**config.mk**
```make
export PLATFORM = sky130hd
export DESIGN_NAME = mavg_filter_mc_flat
export DESIGN_NICKNAME = d
export VERILOG_FILES = /design/src/rtl/mavg_filter_mc_if.sv /design/src/rtl/mavg_filter_mc.sv /design/src/flat_wrapper.sv
export SDC_FILE = /design/constraint.sdc
export NUM_CORES = 1
export LEC_CHECK = 0
export BUFFER_PORTS_ARGS = -buffer_cell sky130_fd_sc_hd__buf_4
export CAP_MARGIN = 20
export CORE_UTILIZATION = 35
export CTS_BUF_LIST = sky130_fd_sc_hd__clkbuf_4
export CTS_CLUSTER_DIAMETER = 150
export DETAILED_ROUTE_END_ITERATION = 10
export HOLD_SLACK_MARGIN = 0.1
export PLACE_DENSITY = 0.56
export REMOVE_ABC_BUFFERS = 1
export SKIP_LAST_GASP = 1
export SYNTH_ARGS = -nofsm -noshare
export SYNTH_HDL_FRONTEND = slang
export SYNTH_SLANG_ARGS = --single-unit
```
**constraint.sdc**
```tcl
create_clock -name clk -period 7.6 [get_ports clk]
set_input_delay 0.76 -clock clk [delete_from_list [all_inputs] [get_ports clk]]
set_output_delay 0.76 -clock clk [all_outputs]
set_load 0.01 [all_outputs]
```
**src/rtl/mavg_filter_mc_if.sv**
```systemverilog
// Sample-in / average-out bundle for mavg_filter_mc.
// The master side drives samples and control; the slave side (the filter) returns averages.
interface mavg_filter_mc_if #(
  parameter int N     = 16,
  parameter int M_MAX = 3,
  parameter int C     = 4
);
  localparam int CW = (C > 1) ? $clog2(C) : 1;
  localparam int WW = ($clog2(M_MAX + 1) > 0) ? $clog2(M_MAX + 1) : 1;

  logic [N-1:0]  sample;
  logic          sample_valid;
  logic [CW-1:0] sample_chan;
  logic [WW-1:0] win_log2;
  logic          clear;
  logic [N-1:0]  average;
  logic          average_valid;
  logic [CW-1:0] average_chan;
  logic [C-1:0]  warm;

  modport master (
    output sample, sample_valid, sample_chan, win_log2, clear,
    input  average, average_valid, average_chan, warm
  );

  modport slave (
    input  sample, sample_valid, sample_chan, win_log2, clear,
    output average, average_valid, average_chan, warm
  );
endinterface

```
**src/rtl/mavg_filter_mc.sv**
```systemverilog
// Multi-channel moving-average filter with runtime window 2**W, one sample per cycle.
// Optional macro MAVG_ROUND_EN selects round-half-up instead of truncation.
module mavg_filter_mc #(
  parameter int N     = 16,
  parameter int M_MAX = 3,
  parameter int C     = 4
) (
  input  logic             clk,
  input  logic             rst,
  mavg_filter_mc_if.slave  bus
);
  localparam int CW    = (C > 1) ? $clog2(C) : 1;
  localparam int WW    = ($clog2(M_MAX + 1) > 0) ? $clog2(M_MAX + 1) : 1;
  localparam int DEPTH = 2 ** M_MAX;
  localparam int SW    = N + M_MAX;
  localparam int FW    = M_MAX + 1;

  logic [N-1:0]       mem_q   [C][DEPTH];
  logic [M_MAX-1:0]   wptr_q  [C];
  logic [M_MAX-1:0]   wptr_d  [C];
  logic [FW-1:0]      fill_q  [C];
  logic [FW-1:0]      fill_d  [C];
  logic [SW-1:0]      sum_q   [C];
  logic [SW-1:0]      sum_d   [C];
  logic [WW-1:0]      w_q, w_d, w_eff;
  logic [N-1:0]       average_q, average_d;
  logic               average_valid_q, average_valid_d;
  logic [CW-1:0]      average_chan_q, average_chan_d;
  logic [C-1:0]       warm_q, warm_d;

  logic               flush;
  logic [FW-1:0]      win_size;
  logic [M_MAX-1:0]   cur_ptr;
  logic [FW-1:0]      cur_fill, new_fill;
  logic [SW-1:0]      cur_sum, new_sum, rnd_add, avg_full;
  logic [N-1:0]       oldest;

  always_comb begin
    // NOTE: every comb output gets a default first so no path leaves it unassigned (no latches).
    w_eff    = (32'(bus.win_log2) > M_MAX) ? WW'(M_MAX) : bus.win_log2;
    w_d      = w_eff;
    flush    = bus.clear | (w_eff != w_q);
    win_size = FW'(1) << w_eff;
    wptr_d   = wptr_q;
    fill_d   = fill_q;
    sum_d    = sum_q;

    for (int c = 0; c < C; c++) begin
      if (flush) begin
        fill_d[c] = '0;
        sum_d[c]  = '0;
      end
      if (bus.clear) wptr_d[c] = '0;
    end

    // A coincident sample sees the flushed state and becomes the first sample of the new window.
    cur_ptr  = wptr_d[bus.sample_chan];
    cur_fill = fill_d[bus.sample_chan];
    cur_sum  = sum_d[bus.sample_chan];
    oldest   = (cur_fill >= win_size) ? mem_q[bus.sample_chan][cur_ptr - win_size[M_MAX-1:0]] : '0;
    new_sum  = cur_sum + SW'(bus.sample) - SW'(oldest);
    new_fill = (cur_fill == FW'(DEPTH)) ? cur_fill : cur_fill + FW'(1);

`ifdef MAVG_ROUND_EN
    rnd_add  = SW'(win_size >> 1);
`else
    rnd_add  = '0;
`endif
    avg_full = (new_sum + rnd_add) >> w_eff;

    average_d       = average_q;
    average_valid_d = 1'b0;
    average_chan_d  = average_chan_q;

    if (bus.sample_valid) begin
      wptr_d[bus.sample_chan] = cur_ptr + M_MAX'(1);
      fill_d[bus.sample_chan] = new_fill;
      sum_d[bus.sample_chan]  = new_sum;
      if (new_fill >= win_size) begin
        average_d       = avg_full[N-1:0];
        average_valid_d = 1'b1;
        average_chan_d  = bus.sample_chan;
      end
    end

    for (int c = 0; c < C; c++) warm_d[c] = (fill_d[c] >= win_size);
  end

  // NOTE: the sample buffer has no reset; fill counters gate every read, so stale entries never matter.
  always_ff @(posedge clk) begin
    if (bus.sample_valid) mem_q[bus.sample_chan][cur_ptr] <= bus.sample;
  end

  // NOTE: sequential state uses non-blocking assignments only, so all flops update from pre-edge values.
  always_ff @(posedge clk) begin
    if (rst) begin
      w_q             <= w_eff;
      wptr_q          <= '{default: '0};
      fill_q          <= '{default: '0};
      sum_q           <= '{default: '0};
      average_q       <= '0;
      average_valid_q <= 1'b0;
      average_chan_q  <= '0;
      warm_q          <= '0;
    end else begin
      w_q             <= w_d;
      wptr_q          <= wptr_d;
      fill_q          <= fill_d;
      sum_q           <= sum_d;
      average_q       <= average_d;
      average_valid_q <= average_valid_d;
      average_chan_q  <= average_chan_d;
      warm_q          <= warm_d;
    end
  end

  assign bus.average       = average_q;
  assign bus.average_valid = average_valid_q;
  assign bus.average_chan  = average_chan_q;
  assign bus.warm          = warm_q;
endmodule

```
**src/flat_wrapper.sv**
```systemverilog
// flat-port wrapper written by rule: the top's interface ports become plain ports
module mavg_filter_mc_flat 
#(
  parameter int N     = 16,
  parameter int M_MAX = 3,
  parameter int C     = 4
)
  (clk, rst, bus_sample, bus_sample_valid, bus_sample_chan, bus_win_log2, bus_clear, bus_average, bus_average_valid, bus_average_chan, bus_warm);
  mavg_filter_mc_if #(.N(N), .M_MAX(M_MAX), .C(C)) bus_i ();
  input  logic clk;
  input  logic rst;
  input wire logic [$bits(bus_i.sample)-1:0] bus_sample;
  input wire logic [$bits(bus_i.sample_valid)-1:0] bus_sample_valid;
  input wire logic [$bits(bus_i.sample_chan)-1:0] bus_sample_chan;
  input wire logic [$bits(bus_i.win_log2)-1:0] bus_win_log2;
  input wire logic [$bits(bus_i.clear)-1:0] bus_clear;
  output wire logic [$bits(bus_i.average)-1:0] bus_average;
  output wire logic [$bits(bus_i.average_valid)-1:0] bus_average_valid;
  output wire logic [$bits(bus_i.average_chan)-1:0] bus_average_chan;
  output wire logic [$bits(bus_i.warm)-1:0] bus_warm;
  assign bus_i.sample = bus_sample;
  assign bus_i.sample_valid = bus_sample_valid;
  assign bus_i.sample_chan = bus_sample_chan;
  assign bus_i.win_log2 = bus_win_log2;
  assign bus_i.clear = bus_clear;
  assign bus_average = bus_i.average;
  assign bus_average_valid = bus_i.average_valid;
  assign bus_average_chan = bus_i.average_chan;
  assign bus_warm = bus_i.warm;
  mavg_filter_mc #(.N(N), .M_MAX(M_MAX), .C(C)) u_core (.clk(clk), .rst(rst), .bus(bus_i));
endmodule
```
**After elaboration in Yosys (flattened, before gate mapping)**

Memories as Yosys holds them, arrays and structs flattened.
Index checks and enable logic that the tools add are counted.

- Add/subtract/negate cells: 5
- Magnitude comparators: 11
- Equality and inequality tests: 2
- Shift operators: 2
- Multiplexer cells: 43
- Bitwise gates (word level): 5
- Reductions and logical operators: 4

Operators with widths:

| kind | number |
|---|---|
| two-way mux 19 bit | 7 |
| two-way mux 128 bit | 1 |
| two-way mux 16 bit | 5 |
| bitwise mux 76 bit | 1 |
| two-way mux 76 bit | 1 |
| binary-select mux 16 bit (select 3 bit) | 1 |
| demux 16 bit (select 3 bit) | 1 |
| binary-select mux 19 bit (select 2 bit) | 1 |
| demux 19 bit (select 2 bit) | 1 |
| two-way mux 4 bit | 8 |
| greater-or-equal comparator 4 bit | 6 |
| two-way mux 3 bit | 7 |
| adder 19 x 16 -> 19 bit | 1 |
| >> shifter 19 x 2 -> 16 bit | 1 |
| subtractor 19 x 16 -> 19 bit | 1 |
| bitwise mux 16 bit | 1 |
| bitwise mux 12 bit | 1 |
| two-way mux 12 bit | 1 |
| binary-select mux 4 bit (select 2 bit) | 1 |
| demux 4 bit (select 2 bit) | 1 |
| greater-or-equal comparator 4 bit, second input constant | 2 |
| NOT 3 -> 4 bit | 2 |
| binary-select mux 3 bit (select 2 bit) | 1 |
| demux 3 bit (select 2 bit) | 1 |
| 16 further kinds | 18 |

- Register bits after elaboration: 129
- Bits in writable memories: 512
- Output and inout bits: 23
- Memories: 1

Memory list:

| name | words | bits a word | read ports | clocked after Yosys merged registers in | write ports | line | text |
|---|---|---|---|---|---|---|---|
| u_core.mem_q | 4 | 128 | 1 | 0 | 1 | mavg_filter_mc.sv:18 | `logic [N-1:0] mem_q [C][DEPTH];` |

**Longest topological paths before layout**

Gate-level depths: netlist (run 1).

- Word-level depth: 13
- Depth in mapped cells: 27

**Worst setup path after synthesis (run 1)**

No wires, ideal clock.

- Path type: in2reg
- Start point: input bus_sample_chan[0]
- End point: register u_core.average_q[11], in the netlist u_core.bus.average[11]
- Setup time: 0.132 ns
- Data arrival time: 6.165 ns
- Data required time: 7.468 ns
- Path slack: 1.303 ns
- Cell stages on the path: 26
- Buffers on the path: 6
- Cells stage by stage: buf_4 buf_6 buf_4 buf_6 a211oi_1 a211oi_2 inv_1 ha_1 clkbuf_1 buf_1 mux4_2 nand2_1 a21oi_1 ha_1 inv_1 ha_1 inv_1 fa_1 nor2b_1 o31a_1 o21ai_2 o31a_4 xnor2_4 mux4_2 nand2_1 a21oi_1

- Longest elaborated chain between the ends: 12

RTL lines:

| element | line | text |
|---|---|---|
| start: declaration | flat_wrapper.sv:14 | `input wire logic [$bits(bus_i.sample_chan)-1:0] bus_sample_chan;` |
| NOT 2 -> 3 bit (implied by the code) | mavg_filter_mc.sv:57, mavg_filter_mc.sv:58, mavg_filter_mc.sv:59 |  |
| binary-select mux 3 bit (select 2 bit) | mavg_filter_mc.sv:57 | `cur_ptr = wptr_d[bus.sample_chan];` |
| two-way mux 3 bit (implied by the code) (2 in a row) | mavg_filter_mc.sv:57 |  |
| subtractor 3 bit | mavg_filter_mc.sv:60 | `oldest = (cur_fill >= win_size) ? mem_q[bus.sample_chan][cur_ptr - win_size[M_MAX-1:0]] : '0;` |
| NOT 3 -> 4 bit (implied by the code) | mavg_filter_mc.sv:60 |  |
| binary-select mux 16 bit (select 3 bit) | mavg_filter_mc.sv:60 |  |
| two-way mux 16 bit (implied by the code) (2 in a row) | mavg_filter_mc.sv:60 |  |
| two-way mux 16 bit | mavg_filter_mc.sv:60 |  |
| subtractor 19 x 16 -> 19 bit | mavg_filter_mc.sv:61 | `new_sum = cur_sum + SW'(bus.sample) - SW'(oldest);` |
| >> shifter 19 x 2 -> 16 bit | mavg_filter_mc.sv:69 | `avg_full = (new_sum + rnd_add) >> w_eff;` |
| end signal: assignment | mavg_filter_mc.sv:110 | `average_q <= average_d;` |
| end: declaration | mavg_filter_mc.sv:26 | `logic [N-1:0] average_q, average_d;` |

Several ways; a longest one is shown, not always the timed one. The select of a mux whose other input is x is not followed.
A chain may end at the register's enable or synchronous reset.

**Worst setup path after layout (run 1)**

- Start point: register u_core.wptr_q[9] in the netlist's numbering
- End point: register u_core.average_q[11], in the netlist u_core.bus.average[11]

- Longest elaborated chain between the ends: 12

RTL lines:

| element | line | text |
|---|---|---|
| start: declaration | mavg_filter_mc.sv:19 | `logic [M_MAX-1:0] wptr_q [C];` |
| start signal: assignment | mavg_filter_mc.sv:107 | `wptr_q <= wptr_d;` |
| two-way mux 3 bit | mavg_filter_mc.sv:53 | `if (bus.clear) wptr_d[c] = '0;` |
| binary-select mux 3 bit (select 2 bit) | mavg_filter_mc.sv:57 |  |
| two-way mux 3 bit (implied by the code) (2 in a row) | mavg_filter_mc.sv:57 |  |
| subtractor 3 bit | mavg_filter_mc.sv:60 |  |
| NOT 3 -> 4 bit (implied by the code) | mavg_filter_mc.sv:60 |  |
| binary-select mux 16 bit (select 3 bit) | mavg_filter_mc.sv:60 |  |
| two-way mux 16 bit (implied by the code) (2 in a row) | mavg_filter_mc.sv:60 |  |
| two-way mux 16 bit | mavg_filter_mc.sv:60 |  |
| subtractor 19 x 16 -> 19 bit | mavg_filter_mc.sv:61 |  |
| >> shifter 19 x 2 -> 16 bit | mavg_filter_mc.sv:69 |  |

No other way between the ends. The select of a mux whose other input is x is not followed.

==> results of run 1 <==
[power by group through the flow]
stage | Sequential (mW) | Combinational (mW) | Clock (mW)
6_report | 3.86 | 1.08 | 2.93
5_1_grt | 3.86 | 1.17 | 3.19
4_1_cts | 3.86 | 1.09 | 3.03
3_5_place_dp | 3.94 | 1.08 | 0
3_3_place_gp | 3.93 | 1.06 | 0
2_1_floorplan | 3.94 | 0.658 | 0
[worst max-delay path, delay by kind of cell (launching register included)]
kind,cells,cell delay (ps)
mux,1,390
fa+ha+maj,5,1490
buf+inv,3,300
flops,1,330
simple gates,5,660
compound gates,6,1100
xor+xnor,3,1660
[stage by stage]
stage	hold WS, ps	utilization, %
after floorplan	438	-
after global placement	448	37.7
after detailed placement	449	37.8
after CTS	100	40.7
after global routing	159	40.7
final	228	40.7
[flip-flops by register name (all words and copies together) (netlist names)]
signal / flops
u_core.bus.average: 16
u_core.mem_q: 512
u_core.sum_q: 76
u_core.bus.warm: 4
u_core.bus.average_valid: 1
u_core.wptr_q: 12
u_core.fill_q: 16
u_core.w_q: 2
u_core.bus.average_chan: 2
[placed cells by master (no fill, tap or decap), types with 25 or more instances in the layout]
master	Yosys	layout
mux4_2	192	192
inv_1	44	44
clkbuf_4	0	239
a21o_1	25	25
ha_1	47	46
clkinv_1	0	36
nand3_1	85	85
dfxtp_1	129	129
a21oi_1	139	139
nor2_2	1	32
nand2_1	180	180
edfxtp_1	512	512
nor2_1	77	46
buf_4	5	99
[cell families (layout without fill, tap and decap cells)]
logic type / count (synthesis) / count (layout) / synth area share [%]
fa+ha+maj: 64 / 64 / 3.37
simple gates: 421 / 421 / 6.90
buf+inv: 155 / 457 / 2.45
compound gates: 233 / 233 / 5.12
mux: 200 / 200 / 16.0
flops: 641 / 641 / 65.2
xor+xnor: 23 / 23 / 0.963
other cells: 0 / 6 / 0
[per-layer routing]
| layer | global-route usage (%) | part of all wire, % | up-vias |
|---|---|---|---|
| li1 | - | - | 7198 |
| met1 | 24.4 | 44 | 8319 |
| met2 | 28.4 | 48 | 577 |
| met3 | 3.97 | 6.3 | 118 |
| met4 | 6.67 | 2.2 | 0 |
| met5 | 0 | 0 | - |
[cell type report]
| type | instances | area [sq um] |
|---|---|---|
| clock buffers | 239 | 1790 |
| well taps | 1040 | 1300 |
| clock inverters | 51 | 292 |
| diodes | 6 | 15.0 |
| flip-flops and latches | 641 | 18000 |
| inverters | 45 | 169 |
| fillers | 7240 | 46000 |
| multi-input cells | 941 | 9020 |
| repair buffers | 122 | 1020 |
[final timing paths]
| path | from | end | depth (start not counted) |
|---|---|---|---|
| max | u_core.wptr_q[9]$_SDFF_PP0_ | u_core.bus.average[11]$_SDFFE_PP0P_ | 23 |
| min | bus_sample[15] | u_core.mem_q[3][95]$_DFFE_PP_ | 1 |
| max reg2reg | u_core.wptr_q[9]$_SDFF_PP0_ | u_core.bus.average[11]$_SDFFE_PP0P_ | 23 |
| min reg2reg | u_core.bus.average[10]$_SDFFE_PP0P_ | u_core.bus.average[10]$_SDFFE_PP0P_ | 2 |
[what timing repair did]
| action | 4_1_cts | 5_1_grt |
|---|---|---|
| hold endpoints to repair | 286 | 0 |
| hold buffers | 17 | 0 |
| setup buffers | 0 | 0 |
==> results.md, run 1 <==
- Status: completed
- FFs w/ async S/R, synth: 0%
- Chip Width: about 280 um
- Starting Density: 35.5%
- Slew Viols, Final: 0
- VDD IR max: ~0.11 mV
- Combinational cell fraction of total power: 13.7%
- Most numerous cell in the Yosys netlist: edfxtp_1
- Final std cells w/o fill: about 3,100
- Via count: ~16,000
- Mapped Area: 27,500 sq um
- Cell Chain, Critical Path: nor2b_1 -> a211oi_1 -> a211oi_2 -> inv_1 -> ha_2 -> fa_2 -> xnor2_1 -> xor2_2 -> nand2_1 -> a21oi_1 -> ha_1 -> inv_1 -> ha_1 -> inv_1 -> fa_1 -> nor2b_1 -> o2111ai_1 -> nand3_1 -> a41oi_2 -> xnor2_1 -> mux4_2 -> nand2_1 -> a21oi_1
- Post-synthesis cell type count: 59
- Detail Placement HPWL: about 40,000 um
- Worst path slowest cell: xnor2_1
- Number of buffers created by CTS: between 150 and 200
- Area of the die: 79,800 sq um
- Placed insts: roughly 2,800
- Normalized max-slew margin: 32.4%
- Actual slew at the worst max-slew pin: just over 1000 ps
- First-pass GRT wire length: approximately 100,000 um
- Area Overhead vs Synth: 14.6%
- Critical path required time: 8490 ps
- Final antenna-violating net count: 0
- Clock network power share: 37.2%
- Setup slack after layout: 1570 ps
- F_max: about 0.17 GHz
- HP Class: in2reg
- Max clock buf depth: 3
- GR Overflow Total: 0
- Seq cells post-synth: 641
- Final WL: approximately 70,000 um
- Overall power: 7.87 mW
- Yosys warns: 0
- Num Clock Sinks: 641
- Largest net degree at the start of global routing: 137
- Pre-CTS setup slack: approximately 800 ps
- Max-cap violation count: 0
- Clk root buf: clkbuf_4
- Sw Share: 26.5%
- 1st-pass router iterations: 6
- CP startpoint kind: register
- Ranking of synthesized cells by area: edfxtp_1 56%, mux4_2 16%, dfxtp_1 9.4%
- Total core area: approximately 78,000 sq um
- H-tree Lvls: 4
- Share of layout cells above drive strength 1: between 20% and 30%
- Final setup viols: 0
- Reg clk slew, reported paths: ~70 ps
- Final hold vios: 0
- Finished Cell Area: between 30,000 and 40,000 sq um
- Buffers on Ports: 46
- Commonest cells in the netlist: 512 x edfxtp_1, 192 x mux4_2, 180 x nand2_1, 139 x a21oi_1, 129 x dfxtp_1
- Fin Clk Skew: about 77 ps
- Fin crit period: 6030 ps
- Iteration-0 DRC Markers: 1,488
- Power share of the sequential group: between 40% and 50%
- GP Congestion: 0.825
- Post-CTS Resized: 0
- Psw: 2.09 mW
- Tot GR Track Use: between 10% and 20%
- Antenna violations before repair: 2
- Vias in the first global route: around 17,000
- Die Ht: 283 um
- Reg-to-reg slack, setup: between 1500 and 2000 ps
- Primary FF master, synth: edfxtp_1
- EDFF count, synth: just over 500
- Std cell rows: ~100
- Setup TNS Final: 0 ps
- Syn Area/Cell: between 15 and 20 sq um
- Avg Vias per Cell: approximately 5.3
- NumNets Final: ~2,000
- Critical Path Fanout Max: 16
- CTS tree: done
- Internal power: roughly 5.8 mW
- Gate Count Post-Synth: approximately 1,700
- LEAKAGE: between 10 and 15 nW
- Power Density: about 250 nW/um^2
- Final Cycle Share: between 70 and 80%
- # DRC: 0
- CP peak stage delay: 690 ps
- RSZ-0062 raised after global routing: false
- IO Pins: between 40 and 50
- Worst path most repeated cell: inv_1
- Seq/Total Area, Yosys: between 60% and 70%
- Top cell type by total area after synthesis: edfxtp_1
- Worst Setup End Kind: register
- Synth top area share: 55.8%
- Setup CP Type: reg2reg
- Wire per inst: about 23 um
- Clock latency on the worst-skew pair: approximately 1000 ps
- Placed cell area: ~29,000 sq um
- Worst EP arrival: 6920 ps
No activity file was read; power rests on OpenSTA's default activity.
==> run 2, diff against run 1 <==
ABC_AREA = 1   (was default)
clock period = 5.8 ns   (was 7.6 ns; I/O delays follow)
==> results.md, run 2 <==
- Worst path slowest cell: xnor2_2
- Post-synthesis cell type count: between 50 and 60
- VDD IR max: roughly 0.17 mV
- Top cell type by total area after synthesis: edfxtp_1
- Finished Cell Area: 32,300 sq um
- Gate Count Post-Synth: 2,480
- RSZ-0062 raised after global routing: false
- Buffers on Ports: 46
- Vias in the first global route: 20,436
- Status: completed
- Tot GR Track Use: between 20% and 30%
- Std cell rows: between 100 and 150
- Worst path most repeated cell: nand2_1
- Fin Clk Skew: roughly 72 ps
- Mapped Area: approximately 27,000 sq um
- Most numerous cell in the Yosys netlist: edfxtp_1
- F_max: 0.183 GHz
- Final setup viols: 0
- Max-cap violation count: 0
- Syn Area/Cell: between 10 and 15 sq um
- Most frequent cells in the layout: 512 x edfxtp_1, 346 x nand2_1, 249 x clkbuf_4, 208 x nor2_1, 206 x o22ai_1
- LEAKAGE: between 10 and 15 nW
- Seq cells post-synth: roughly 640
- FFs w/ async S/R, synth: 0%
- Pre-CTS setup slack: -63.0 ps
- Largest regs: u_core.mem_q (512), u_core.sum_q (76)
- Power Density: 358 nW/um^2
- GP Congestion: between 0.8 and 0.9
- H-tree Lvls: 4
- Yosys warns: 0
- Total core area: around 78,000 sq um
- Reg clk slew, reported paths: 60 ps
- IO Pins: between 40 and 50
- Iteration-0 DRC Markers: 1,772
- Normalized max-slew margin: a little over a third
- GR Overflow Total: 0
- Area of the die: ~80,000 sq um
- Avg Vias per Cell: 5.29
- Setup CP Type: in2reg
- Final WL: ~84,000 um
- Seq/Total Area, Yosys: 65.3%
- Worst EP arrival: roughly 6400 ps
- Placed cell area: approximately 30,000 sq um
- Final antenna-violating net count: 0
- Detail Placement HPWL: approximately 51,000 um
- Num Clock Sinks: 641
- Share of layout cells above drive strength 1: about a fifth
- Die Ht: about 280 um
- Clock latency on the worst-skew pair: about 1100 ps
- Number of buffers created by CTS: between 150 and 200
- Setup slack after layout: approximately 340 ps
- Final Cycle Share: 94.2%
- Critical path required time: 6690 ps
- # DRC: 0
- EDFF count, synth: 512
- Ranking of synthesized cells by area: edfxtp_1 56%, dfxtp_1 9.4%, nand2_1 4.8%
- CTS tree: done
- Primary FF master, synth: edfxtp_1
- Final hold vios: 0
- Slew Viols, Final: 0
- Area Overhead vs Synth: 17.4%
- Chip Width: roughly 280 um
- Area of the multi-input gates: just over 8000 sq um
- 1st-pass router iterations: 7
- Setup TNS Final: 0 ps
- Synth top area share: 55.9%
- Worst Setup End Kind: register
- HP Class: in2reg
- Antenna violations before repair: 3
- Starting Density: between 30% and 40%
- Via count: between 20,000 and 25,000
- CP startpoint kind: input port
- Commonest cells in the netlist: 512 x edfxtp_1, 349 x nand2_1, 211 x nor2_1, 206 x o22ai_1, 189 x inv_1
- First-pass GRT wire length: between 100,000 and 150,000 um
- Largest register FFs: 512
- Register Area: 18,000 sq um
- Commonest non-fill, non-tap cell in the layout: edfxtp_1
- CP peak stage delay: around 660 ps
- Reg with most FFs: u_core.mem_q
- NumNets Final: 2,827
- Actual slew at the worst max-slew pin: a little under 1000 ps
- Clk root buf: clkbuf_4
- Fill cell count: ~7,600
- Largest net degree at the start of global routing: 119
- Max clock buf depth: 3
- Overall power: 11.6 mW
- Critical Path Fanout Max: 14
- Fin crit period: 5460 ps
- Wire per inst: 21.7 um
## run 2: per-layer routing
| layer | vias up | routed length, um | GRT usage (%) |
|---|---|---|---|
| li1 | 9550 | - | - |
| met1 | 10079 | 36600 | 27.8 |
| met2 | 825 | 39500 | 33.9 |
| met3 | 156 | 5880 | 4.87 |
| met4 | 0 | 2390 | 9.05 |
| met5 | - | 0 | 0 |
## run 2: cells by family (layout without fill, tap and decap cells)
kind of cell | after synthesis | in the layout | share of synthesized area, %
flops | 641 | 641 | 65.3
other cells | 0 | 10 | 0
simple gates | 784 | 784 | 12.3
xor+xnor | 10 | 10 | 0.346
buf+inv | 350 | 719 | 5.09
fa+ha+maj | 64 | 64 | 3.38
compound gates | 631 | 631 | 13.6
## run 2: timing repair
item / CTS / global route
hold buffers: 21 / 0
buffers inserted: 0 / 0
gates resized for setup: 0 / 0
endpoints found under the hold margin: 556 / 0
## run 2: final cells by class
| type | count | area share [%] |
|---|---|---|
| tap | 1040 | 4.03 |
| multi-input combinational | 1489 | 25.4 |
| timing repair buffer | 230 | 5.82 |
| inverter | 204 | 2.38 |
| clock buffer | 249 | 5.79 |
| sequential | 641 | 55.6 |
| antenna | 10 | 0.0775 |
| clock inverter | 36 | 0.884 |
## run 2: worst paths after layout
kind,startpoint,to,slack [ps],depth (start not counted)
setup reg to reg,u_core.wptr_q[10]$_SDFF_PP0_,u_core.sum_q[15]$_SDFF_PP0_,460,26
hold reg to reg,u_core.sum_q[23]$_SDFF_PP0_,u_core.sum_q[23]$_SDFF_PP0_,470,2
hold / removal,bus_win_log2[0],u_core.w_q[0]$_DFF_P_,290,2
setup / recovery,bus_sample_chan[1],u_core.sum_q[15]$_SDFF_PP0_,340,28
## run 2: where the power goes
group	switching, mW	total (mW)	leakage [nW]	internal, mW
Sequential	0.0313	5.08	5.67	5.04
Combinational	1.59	2.48	5.26	0.897
Clock	1.90	4.00	1.28	2.10
Total	3.52	11.6	12.2	8.05
## run 2: metrics by stage
step | std cells | util, % | hold slack, ps
global route | 3898 | 41.6 | 215
finish | 3899 | 41.6 | 293
detailed placement | 3583 | 38.5 | 465
global placement | 3583 | 38.5 | 456
CTS | 3889 | 41.6 | 196
floorplan | 2334 | - | 450
## run 2: worst max-delay path: cells and delay by family
family                   cells  cell delay (ps)
adder cells (fa/ha/maj)      4             1390
XOR/XNOR                     2              860
AO/OA/AOI/OAI                3              710
AND/OR/NAND/NOR             11             1350
buffers and inverters        8             1440
